<file path="src/rtl/ifu_pkg.sv">
// Shared definitions for the instruction prefetch unit.
// Holds the fetch FSM state encoding, the default reset fetch address,
// the default queue entry field widths and a small response helper.
package ifu_pkg;

    // Fetch FSM: IDLE decides whether a slot is free, REQ drives the read
    // address channel, WAIT collects the single outstanding response.
    typedef enum logic [1:0] {
        ST_IDLE = 2'b00,
        ST_REQ  = 2'b01,
        ST_WAIT = 2'b10
    } fetch_state_e;

    // Default first fetch address after reset.
    localparam logic [31:0] IFU_RESET_PC = 32'h8000_0000;

    // Default queue entry field widths: {fault, instruction, pc}.
    localparam int IFU_ADDR_W  = 32;
    localparam int IFU_DATA_W  = 32;
    localparam int IFU_FAULT_W = 1;

    // Any nonzero read response marks the fetched word as faulted.
    function automatic logic resp_is_fault(input logic [1:0] resp);
        return (resp != 2'b00);
    endfunction

endpackage

</file>
<file path="src/rtl/ifu_fifo.sv">
// Instruction queue for the prefetch unit: a DEPTH-entry circular buffer.
// Ports:
//   clk, rst_n        clock, asynchronous active-low reset
//   flush             empties the queue; wins over push/pop in the same cycle
//   push, din         write one entry (accepted when not full, or when a pop
//                     frees a slot in the same cycle)
//   pop               remove the head entry (ignored when empty)
//   dout              head entry
//   count             number of valid entries (0..DEPTH)
//   empty, full       occupancy flags
module ifu_fifo #(
    parameter int WIDTH = 8,
    parameter int DEPTH = 4
) (
    input  logic                   clk,
    input  logic                   rst_n,
    input  logic                   flush,
    input  logic                   push,
    input  logic [WIDTH-1:0]       din,
    input  logic                   pop,
    output logic [WIDTH-1:0]       dout,
    output logic [$clog2(DEPTH):0] count,
    output logic                   empty,
    output logic                   full
);

    localparam int PTR_W = $clog2(DEPTH);
    localparam int CNT_W = PTR_W + 1;
    localparam logic [CNT_W-1:0] CNT_MAX = CNT_W'(DEPTH);
    localparam logic [CNT_W-1:0] CNT_ONE = CNT_W'(1);
    localparam logic [PTR_W-1:0] PTR_ONE = PTR_W'(1);

    logic [WIDTH-1:0] mem_r [DEPTH];
    logic [PTR_W-1:0] wr_ptr_r;
    logic [PTR_W-1:0] rd_ptr_r;
    logic [CNT_W-1:0] count_r;
    logic             do_push_s;
    logic             do_pop_s;

    // Qualify requests: a pop needs data, a push needs room (a same-cycle pop
    // makes room, so push+pop at full keeps the count unchanged).
    always_comb begin
        do_pop_s  = pop & (count_r != {CNT_W{1'b0}});
        do_push_s = push & ((count_r != CNT_MAX) | do_pop_s);
    end

    // Storage, pointers and occupancy counter.
    always_ff @(posedge clk or negedge rst_n) begin
        if (!rst_n) begin
            for (int i = 0; i < DEPTH; i++) begin
                mem_r[i] <= {WIDTH{1'b0}};
            end
            wr_ptr_r <= {PTR_W{1'b0}};
            rd_ptr_r <= {PTR_W{1'b0}};
            count_r  <= {CNT_W{1'b0}};
        end else if (flush) begin
            wr_ptr_r <= {PTR_W{1'b0}};
            rd_ptr_r <= {PTR_W{1'b0}};
            count_r  <= {CNT_W{1'b0}};
        end else begin
            if (do_push_s) begin
                mem_r[wr_ptr_r] <= din;
                wr_ptr_r        <= wr_ptr_r + PTR_ONE;
            end
            if (do_pop_s) begin
                rd_ptr_r <= rd_ptr_r + PTR_ONE;
            end
            case ({do_push_s, do_pop_s})
                2'b10:   count_r <= count_r + CNT_ONE;
                2'b01:   count_r <= count_r - CNT_ONE;
                default: count_r <= count_r;
            endcase
        end
    end

    assign dout  = mem_r[rd_ptr_r];
    assign count = count_r;
    assign empty = (count_r == {CNT_W{1'b0}});
    assign full  = (count_r == CNT_MAX);

endmodule

</file>
<file path="src/rtl/ifu_prefetch.sv">
// Instruction prefetch unit: sequential fetch over an AXI-like read channel
// (one read outstanding) into a small instruction queue, with redirect.
// Ports:
//   clk, rst_n                      clock, asynchronous active-low reset
//   redirect_valid, redirect_pc     one-cycle flush and refetch request
//   araddr, arvalid, arready        read address channel
//   rdata, rresp, rvalid, rready    read data channel
//   out_valid, out_ready            head-of-queue handshake
//   out_pc, out_inst, out_fault     head entry contents (zero when empty)
module ifu_prefetch
    import ifu_pkg::*;
#(
    parameter int                    ADDR_WIDTH = IFU_ADDR_W,
    parameter int                    DATA_WIDTH = IFU_DATA_W,
    parameter logic [ADDR_WIDTH-1:0] RESET_PC   = ADDR_WIDTH'(IFU_RESET_PC),
    parameter int                    DEPTH      = 4
) (
    input  logic                  clk,
    input  logic                  rst_n,
    input  logic                  redirect_valid,
    input  logic [ADDR_WIDTH-1:0] redirect_pc,
    output logic [ADDR_WIDTH-1:0] araddr,
    output logic                  arvalid,
    input  logic                  arready,
    input  logic [DATA_WIDTH-1:0] rdata,
    input  logic [1:0]            rresp,
    input  logic                  rvalid,
    output logic                  rready,
    output logic                  out_valid,
    input  logic                  out_ready,
    output logic [ADDR_WIDTH-1:0] out_pc,
    output logic [DATA_WIDTH-1:0] out_inst,
    output logic                  out_fault
);

    localparam int ENTRY_W = ADDR_WIDTH + DATA_WIDTH + IFU_FAULT_W;
    localparam int CNT_W   = $clog2(DEPTH) + 1;
    localparam logic [ADDR_WIDTH-1:0] PC_STEP = ADDR_WIDTH'(32'd4);

    fetch_state_e          state_r;
    fetch_state_e          state_next_s;
    logic [ADDR_WIDTH-1:0] fetch_pc_r;
    logic [ADDR_WIDTH-1:0] req_pc_r;
    logic                  drop_r;
    logic [ADDR_WIDTH-1:0] redirect_al_s;
    logic                  ar_hs_s;
    logic                  resp_done_s;
    logic [CNT_W:0]        occ_next_s;
    logic                  can_issue_s;
    logic                  push_s;
    logic                  pop_s;
    logic [ENTRY_W-1:0]    push_data_s;
    logic [ENTRY_W-1:0]    head_s;
    logic [CNT_W-1:0]      fifo_count_s;
    logic                  fifo_empty_s;
    logic                  fifo_full_s;
    logic                  unused_redirect_lsb_s;

    // Redirect targets are word aligned; the low address bits are ignored.
    assign redirect_al_s         = {redirect_pc[ADDR_WIDTH-1:2], 2'b00};
    assign unused_redirect_lsb_s = &{1'b0, redirect_pc[1:0]};

    assign ar_hs_s     = (state_r == ST_REQ) & arready;
    assign resp_done_s = (state_r == ST_WAIT) & rvalid;

    // A new request may start only if the queue can absorb it. In IDLE
    // nothing is in flight, so occupancy after issue is count + 1.
    assign occ_next_s  = {1'b0, fifo_count_s} + {{CNT_W{1'b0}}, 1'b1};
    assign can_issue_s = (occ_next_s <= (CNT_W + 1)'(DEPTH));

    // Fetch FSM state register.
    always_ff @(posedge clk or negedge rst_n) begin
        if (!rst_n) begin
            state_r <= ST_IDLE;
        end else begin
            state_r <= state_next_s;
        end
    end

    // Fetch FSM next-state logic.
    always_comb begin
        state_next_s = state_r;
        case (state_r)
            ST_IDLE: begin
                if (can_issue_s) begin
                    state_next_s = ST_REQ;
                end else begin
                    state_next_s = ST_IDLE;
                end
            end
            ST_REQ: begin
                if (arready) begin
                    state_next_s = ST_WAIT;
                end else begin
                    state_next_s = ST_REQ;
                end
            end
            ST_WAIT: begin
                if (rvalid) begin
                    state_next_s = ST_IDLE;
                end else begin
                    state_next_s = ST_WAIT;
                end
            end
            default: state_next_s = ST_IDLE;
        endcase
    end

    // Fetch FSM outputs, decoded from the state register only.
    always_comb begin
        arvalid = 1'b0;
        rready  = 1'b0;
        case (state_r)
            ST_REQ:  arvalid = 1'b1;
            ST_WAIT: rready  = 1'b1;
            default: begin
                arvalid = 1'b0;
                rready  = 1'b0;
            end
        endcase
    end

    // The request address is latched when leaving IDLE so that a redirect
    // during REQ cannot disturb an address the slave has not yet accepted;
    // it doubles as the PC recorded with the returned word.
    assign araddr = req_pc_r;

    // Fetch PC, request PC and the drop flag for a response made stale by
    // a redirect. While drop is set, fetch_pc already holds the redirect
    // target, so the stale handshake must not advance it.
    always_ff @(posedge clk or negedge rst_n) begin
        if (!rst_n) begin
            fetch_pc_r <= RESET_PC;
            req_pc_r   <= RESET_PC;
            drop_r     <= 1'b0;
        end else begin
            if (redirect_valid) begin
                fetch_pc_r <= redirect_al_s;
            end else if (ar_hs_s && !drop_r) begin
                fetch_pc_r <= fetch_pc_r + PC_STEP;
            end

            if ((state_r == ST_IDLE) && (state_next_s == ST_REQ)) begin
                req_pc_r <= redirect_valid ? redirect_al_s : fetch_pc_r;
            end

            // A response arriving with the redirect is discarded directly,
            // so only an unanswered in-flight read needs the flag.
            if (resp_done_s) begin
                drop_r <= 1'b0;
            end else if (redirect_valid &&
                         ((state_r == ST_REQ) || (state_r == ST_WAIT))) begin
                drop_r <= 1'b1;
            end
        end
    end

    assign push_data_s = {resp_is_fault(rresp), rdata, req_pc_r};
    assign pop_s       = ~fifo_empty_s & out_ready;
    assign push_s      = resp_done_s & ~drop_r & ~redirect_valid &
                         (~fifo_full_s | pop_s);

    ifu_fifo #(
        .WIDTH (ENTRY_W),
        .DEPTH (DEPTH)
    ) u_fifo (
        .clk   (clk),
        .rst_n (rst_n),
        .flush (redirect_valid),
        .push  (push_s),
        .din   (push_data_s),
        .pop   (pop_s),
        .dout  (head_s),
        .count (fifo_count_s),
        .empty (fifo_empty_s),
        .full  (fifo_full_s)
    );

    // Head entry presentation; fields read as zero while the queue is empty.
    always_comb begin
        out_valid = ~fifo_empty_s;
        if (fifo_empty_s) begin
            out_pc    = {ADDR_WIDTH{1'b0}};
            out_inst  = {DATA_WIDTH{1'b0}};
            out_fault = 1'b0;
        end else begin
            out_pc    = head_s[ADDR_WIDTH-1:0];
            out_inst  = head_s[ADDR_WIDTH +: DATA_WIDTH];
            out_fault = head_s[ENTRY_W-1];
        end
    end

endmodule

</file>
<file path="config.mk">
export PLATFORM = sky130hd
export DESIGN_NAME = ifu_prefetch
export DESIGN_NICKNAME = d
export VERILOG_FILES = /design/src/rtl/ifu_pkg.sv /design/src/rtl/ifu_fifo.sv /design/src/rtl/ifu_prefetch.sv
export SDC_FILE = /design/constraint.sdc
export NUM_CORES = 1
export LEC_CHECK = 0
export CAP_MARGIN = 30
export CORE_ASPECT_RATIO = 1.1
export CORE_MARGIN = 2
export CORE_UTILIZATION = 60
export CTS_BUF_LIST = sky130_fd_sc_hd__clkbuf_8
export DETAILED_ROUTE_END_ITERATION = 8
export GPL_TIMING_DRIVEN = 1
export MAX_ROUTING_LAYER = met4
export PLACE_DENSITY_LB_ADDON = 0.12
export SYNTH_ARGS = -nofsm -noshare
export SYNTH_HDL_FRONTEND = slang
export SYNTH_SLANG_ARGS = --single-unit
</file>
<file path="constraint.sdc">
create_clock -name clk -period 4.61 [get_ports clk]
set_clock_uncertainty 0.1 [all_clocks]
set_input_delay 0.461 -clock clk [delete_from_list [all_inputs] [get_ports clk]]
set_output_delay 0.461 -clock clk [all_outputs]
set_load 0.01 [all_outputs]
</file>
# After elaboration in Yosys (flattened, before gate mapping)
# Cells that the tools add are included.
# word_totals
regBits	334
latchBits	0
ramBits	0
romBits	0
out_inout_bits	100
wordCells	86
memories	0
# classes
n_addsub	6
multipliers	0
n_div	0
order_cmp	4
n_eq_ne	7
shift	0
muxes	26
bitwise	16
n_reduce_logical	16
# op_table
cell	count
$bwmux 260	1
$mux 65	3
$mux 32	5
$bmux 65 s2	1
$demux 65 s2	1
$add 32x3->32 const B	1
$mux 2	6
$reduce_bool 2->1	5
$and 1x1->1	8
$eq 2x1->1 const B	3
$ge 3x3->1 const B	2
$mux 1	6
$not 2->3	2
$pmux 2 s3	1
$pmux 3 s2	1
$reduce_bool 3->1	2
$add 2x1->2 const B	2
$add 3x1->4 const B	1
$eq 2x2->1 const B	2
$le 4x3->1 const B	1
$logic_and 1x1->1	4
$not 1->1	4
$add 3x1->3 const B	1
$eq 3x3->1 const B	1
10 further kinds	11

# Depth between registers and ports, before layout
# depth
word_depth	9
depth_mapped	9
ltp_nobuf	9

# By module
# From an unflattened synthesis, not the netlist that was laid out.
# hier_totals
hier_cells	1174
hier_area_um2	15916.5
# by_module_without_submodules
module	instances	cells_each	area_each_um2	seq_area_each_um2
ifu_fifo	1	695	11802.6	6681.4
ifu_prefetch	1	479	4113.9	1604.0

# Least setup slack after synthesis
# Ideal clock, no wire load.
# synth_timing
path_type	flip-flop to flip-flop
startpoint	reg u_fifo.count_r[2], in the netlist u_fifo.count[2]
endpoint	reg u_fifo.count_r[2], in the netlist u_fifo.count[2]
setup_ns	0.082
arrival_ns	2.402
setup_slack_ns	2.026
path_stages_with_launch	8
n_path_buf	2
synth_period_minus_slack_ns	2.584
path_cell_list	dfrtp_1 > clkbuf_1 > or3_1 > clkbuf_1 > and3_1 > fa_1 > or4_1 > a31oi_1
# synth_between
elab_chain_cells	9
elab_cells_between_ends	19
# synth_rtl
item	line_no	source
from (decl)	ifu_fifo.sv:36	logic [CNT_W-1:0] count_r;
from (signal assigned)	ifu_fifo.sv:55	count_r <= {CNT_W{1'b0}};
from (signal assigned)	ifu_fifo.sv:59	count_r <= {CNT_W{1'b0}};
from (signal assigned)	ifu_fifo.sv:69	2'b10: count_r <= count_r + CNT_ONE;
$logic_not 3->1	ifu_fifo.sv:78	assign empty = (count_r == {CNT_W{1'b0}});
$not 1->1	ifu_prefetch.sv:159	assign pop_s = ~fifo_empty_s & out_ready;
$and 1x1->1	ifu_prefetch.sv:159	
$or 1x1->1 or $and 1x1->1 (tied branches)	ifu_prefetch.sv:161, ifu_fifo.sv:43	
$and 1x1->1 or $or 1x1->1 (tied branches)	ifu_prefetch.sv:160, ifu_fifo.sv:44	
$and 1x1->1	ifu_fifo.sv:44	do_push_s = push & ((count_r != CNT_MAX) | do_pop_s);
$eq 2x1->1 or $eq 2x2->1 (tied branches)	ifu_fifo.sv:68	case ({do_push_s, do_pop_s})
$pmux 3 s2	ifu_fifo.sv:68	
$mux 3	ifu_fifo.sv:56	end else if (flush) begin
# Several ways; a longest one is shown, not always the timed one.
# A chain may end at the register's enable or synchronous reset.

# Worst setup path in the final report
# layout_timing
startpoint	reg u_fifo.count_r[2], in the netlist u_fifo.count[2]
endpoint	out out_pc[13]
# layout_between
elab_chain_cells	2
# layout_rtl
item	line_no	source
$logic_not 3->1	ifu_fifo.sv:78	
$mux 32	ifu_prefetch.sv:182	if (fifo_empty_s) begin
to (decl)	ifu_prefetch.sv:31	output logic [ADDR_WIDTH-1:0] out_pc,
# No other way between the ends.

==> run metrics <==
Setup CP Type register to primary output; final hold vios 0; fin crit share 0.788; final non-filler cell area between 15000 and 20000 sq um; Routability Congestion 0.837; share of cells above drive strength 1 0.326; CORE AREA 26800 sq um; Mapped Nets roughly 1200; Worst VDD drop 309 uV; area added between synthesis and finish 16.5%; Slew Limit Fails 0; Die Area around 28000 sq um; Yosys top cell area share 0.501; Critical Path AT around 3000 ps; Starting Density 0.605; Reg2Reg Launch Point u_fifo.count[2]; fillers around 1900; Max Clk Rate 275 MHz; global route hottest layer met2; Max Fanout on Critical Path 46; number of synthesized flops with an enable pin 0; r2r endpoint u_fifo.count[2]; number of synthesis warnings 0; PortBufs roughly 170; TritonCTS buffer count 53; Chip Height ~180 um; Setup TNS Final 0 ps; CTS tree built; final wirelength approximately 34000 um; largest net degree at the start of global routing between 100 and 150; Tot Pwr slightly below 8 mW; max_slew headroom 0.359; startpoint types register; async set or reset register ratio after synthesis 1.00; RSZ-0062 raised after global routing false; Nets between 1000 and 1500; Initial DRC Count around 660; Pre-antenna DRT Iters 4; initial antenna violation count 1; clock tree buffer depth 3; hold path cells 5; num rows 63; M2 GR Usage 0.387; commonest cells in the netlist dfrtp_1, mux2_4, and2_1; number of max-cap violations 0; worst skew pair latency approximately 580 ps; Crit. End Element primary output; Seq. cell area between 8000 and 9000 sq um; reg2reg path depth 5; Mean Syn Cell Area 14.3 sq um; Worst R2R Setup Slack between 1000 and 1500 ps; # clock sinks 327; fin crit period 3630 ps; Mapped Cells between 1000 and 1500; Primary FF master, synth dfrtp_1; Worst Path Required about 4000 ps; post-synthesis sequential area ratio 0.505; hpwl dp approximately 21000 um; Hold EP u_fifo.wr_ptr_r[0]; most area-hungry cell type in the Yosys netlist dfrtp_1; count leader, synth dfrtp_1; clock slew seen by the registers of the worst setup and hold paths roughly 60 ps; M3 GR Usage 0.0395; drc violations 0; area of the multi-input gates between 7000 and 8000 sq um; GR Layer Usage met1 0.369; Vias/cell ~5.7; first-pass GRT wire length around 56000 um; H-Tree Level Count 2; I/O pin count 172; remaining antenna violation count 0; via count between 9000 and 10000; setup violators final 0; Wirelength per Cell 20.5 um; status finished clean; worst min path class primary input to register; FF+latch count, synth ~330; Leak approximately 9.2 nW; GRT Total Usage 0.256; Post-DP Area 17900 sq um; CTS root buffer clkbuf_8; synthesized area approximately 16000 sq um; Pwr per Cell Area between 400 and 500 nW/um^2; grt ovf 0; synth top area cells dfrtp_1, mux2_4, mux4_2; Die X roughly 160 um; Slew @ Worst Pin between 900 and 1000 ps; worst hold start redirect_valid; Yosys cell types 58; number of global-route vias before repair about 9900
[registers in the layout, indices dropped and copies added, names as in the netlist]
name / flops
u_fifo.rd_ptr_r: 2
u_fifo.mem_r: 256
fetch_pc_r: 30
state_r: 2
drop_r: 1
araddr: 31
u_fifo.count: 3
u_fifo.wr_ptr_r: 2
[how the worst max path moves through the flow]
stage	start	endpoint	slack (ps)	cells after the start
global placement	out_ready	u_fifo.mem_r[163]	1370	6
CTS	u_fifo.count[2]	out_pc[13]	890	4
floorplan	u_fifo.count[2]	u_fifo.count[2]	2030	7
global route	u_fifo.count[2]	out_pc[13]	780	4
detailed placement	out_ready	u_fifo.mem_r[163]	1340	6
finish	u_fifo.count[2]	out_pc[13]	980	4
[per-layer routing]
layer | routed length (um) | vias up
li1 | - | 4304
met1 | 16000 | 4847
met2 | 15900 | 235
met3 | 1630 | 53
met4 | 643 | 0
met5 | 0 | -
[cell type report]
type / instances / share of cell area
clock inverter: 28 / 0.00622
inverter: 10 / 0.00199
timing repair buffer: 186 / 0.101
tap: 357 / 0.0236
clock buffer: 66 / 0.0481
multi-input combinational: 689 / 0.386
sequential: 327 / 0.433
antenna: 1 / 0.000132
[power by group]
group / internal, mW / leakage (nW) / switching [mW]
clock network: 1.28 / 0.609 / 1.14
logic: 0.958 / 4.21 / 0.630
registers: 3.27 / 4.37 / 0.414
total: 5.51 / 9.19 / 2.18
[through the flow]
step,setup slack [ps],hold WS [ps],util,instances
after CTS,894,279,0.705,1663
after detailed placement,1340,380,0.666,1568
after global placement,1370,359,0.665,1566
after floorplan,2030,65.4,-,1132
final,980,303,0.705,1664
after global routing,779,313,0.705,1664
[cell families after synthesis]
group	after synthesis	share of synthesized area
buf+inv	116	0.0475
xor+xnor	20	0.0108
fa+ha+maj	10	0.00817
compound gates	91	0.0354
simple gates	242	0.0791
flops	327	0.505
mux	326	0.314
[placed cells by master (no fill, tap or decap), types with 10 or more instances in the layout]
| cell | instances |
|---|---|
| nand4_1 | 10 |
| clkdlybuf4s50_1 | 167 |
| clkbuf_8 | 66 |
| nand2_1 | 62 |
| nor2_1 | 51 |
| dfrtp_1 | 323 |
| o21ai_0 | 28 |
| a21oi_1 | 18 |
| inv_1 | 29 |
| nand3_1 | 12 |
| mux4_2 | 64 |
| a31oi_1 | 22 |
| mux2_4 | 192 |
| and2_1 | 65 |
| xor2_1 | 12 |
| buf_4 | 10 |
| mux2_2 | 62 |
[timing repair]
item	CTS	global route
resized for setup	0	0
hold buffers	1	0
endpoints found under the hold margin	118	0
buffers inserted	0	0
endpoints found under the setup margin	0	0
[worst max-delay path, cell delays in order, from the launching register on]
cell and delay [ps]:
dfrtp_1 490, or3_2 950, buf_4 400, and2_1 180, clkdlybuf4s50_1 470
Power figures use the tool's default switching activity.
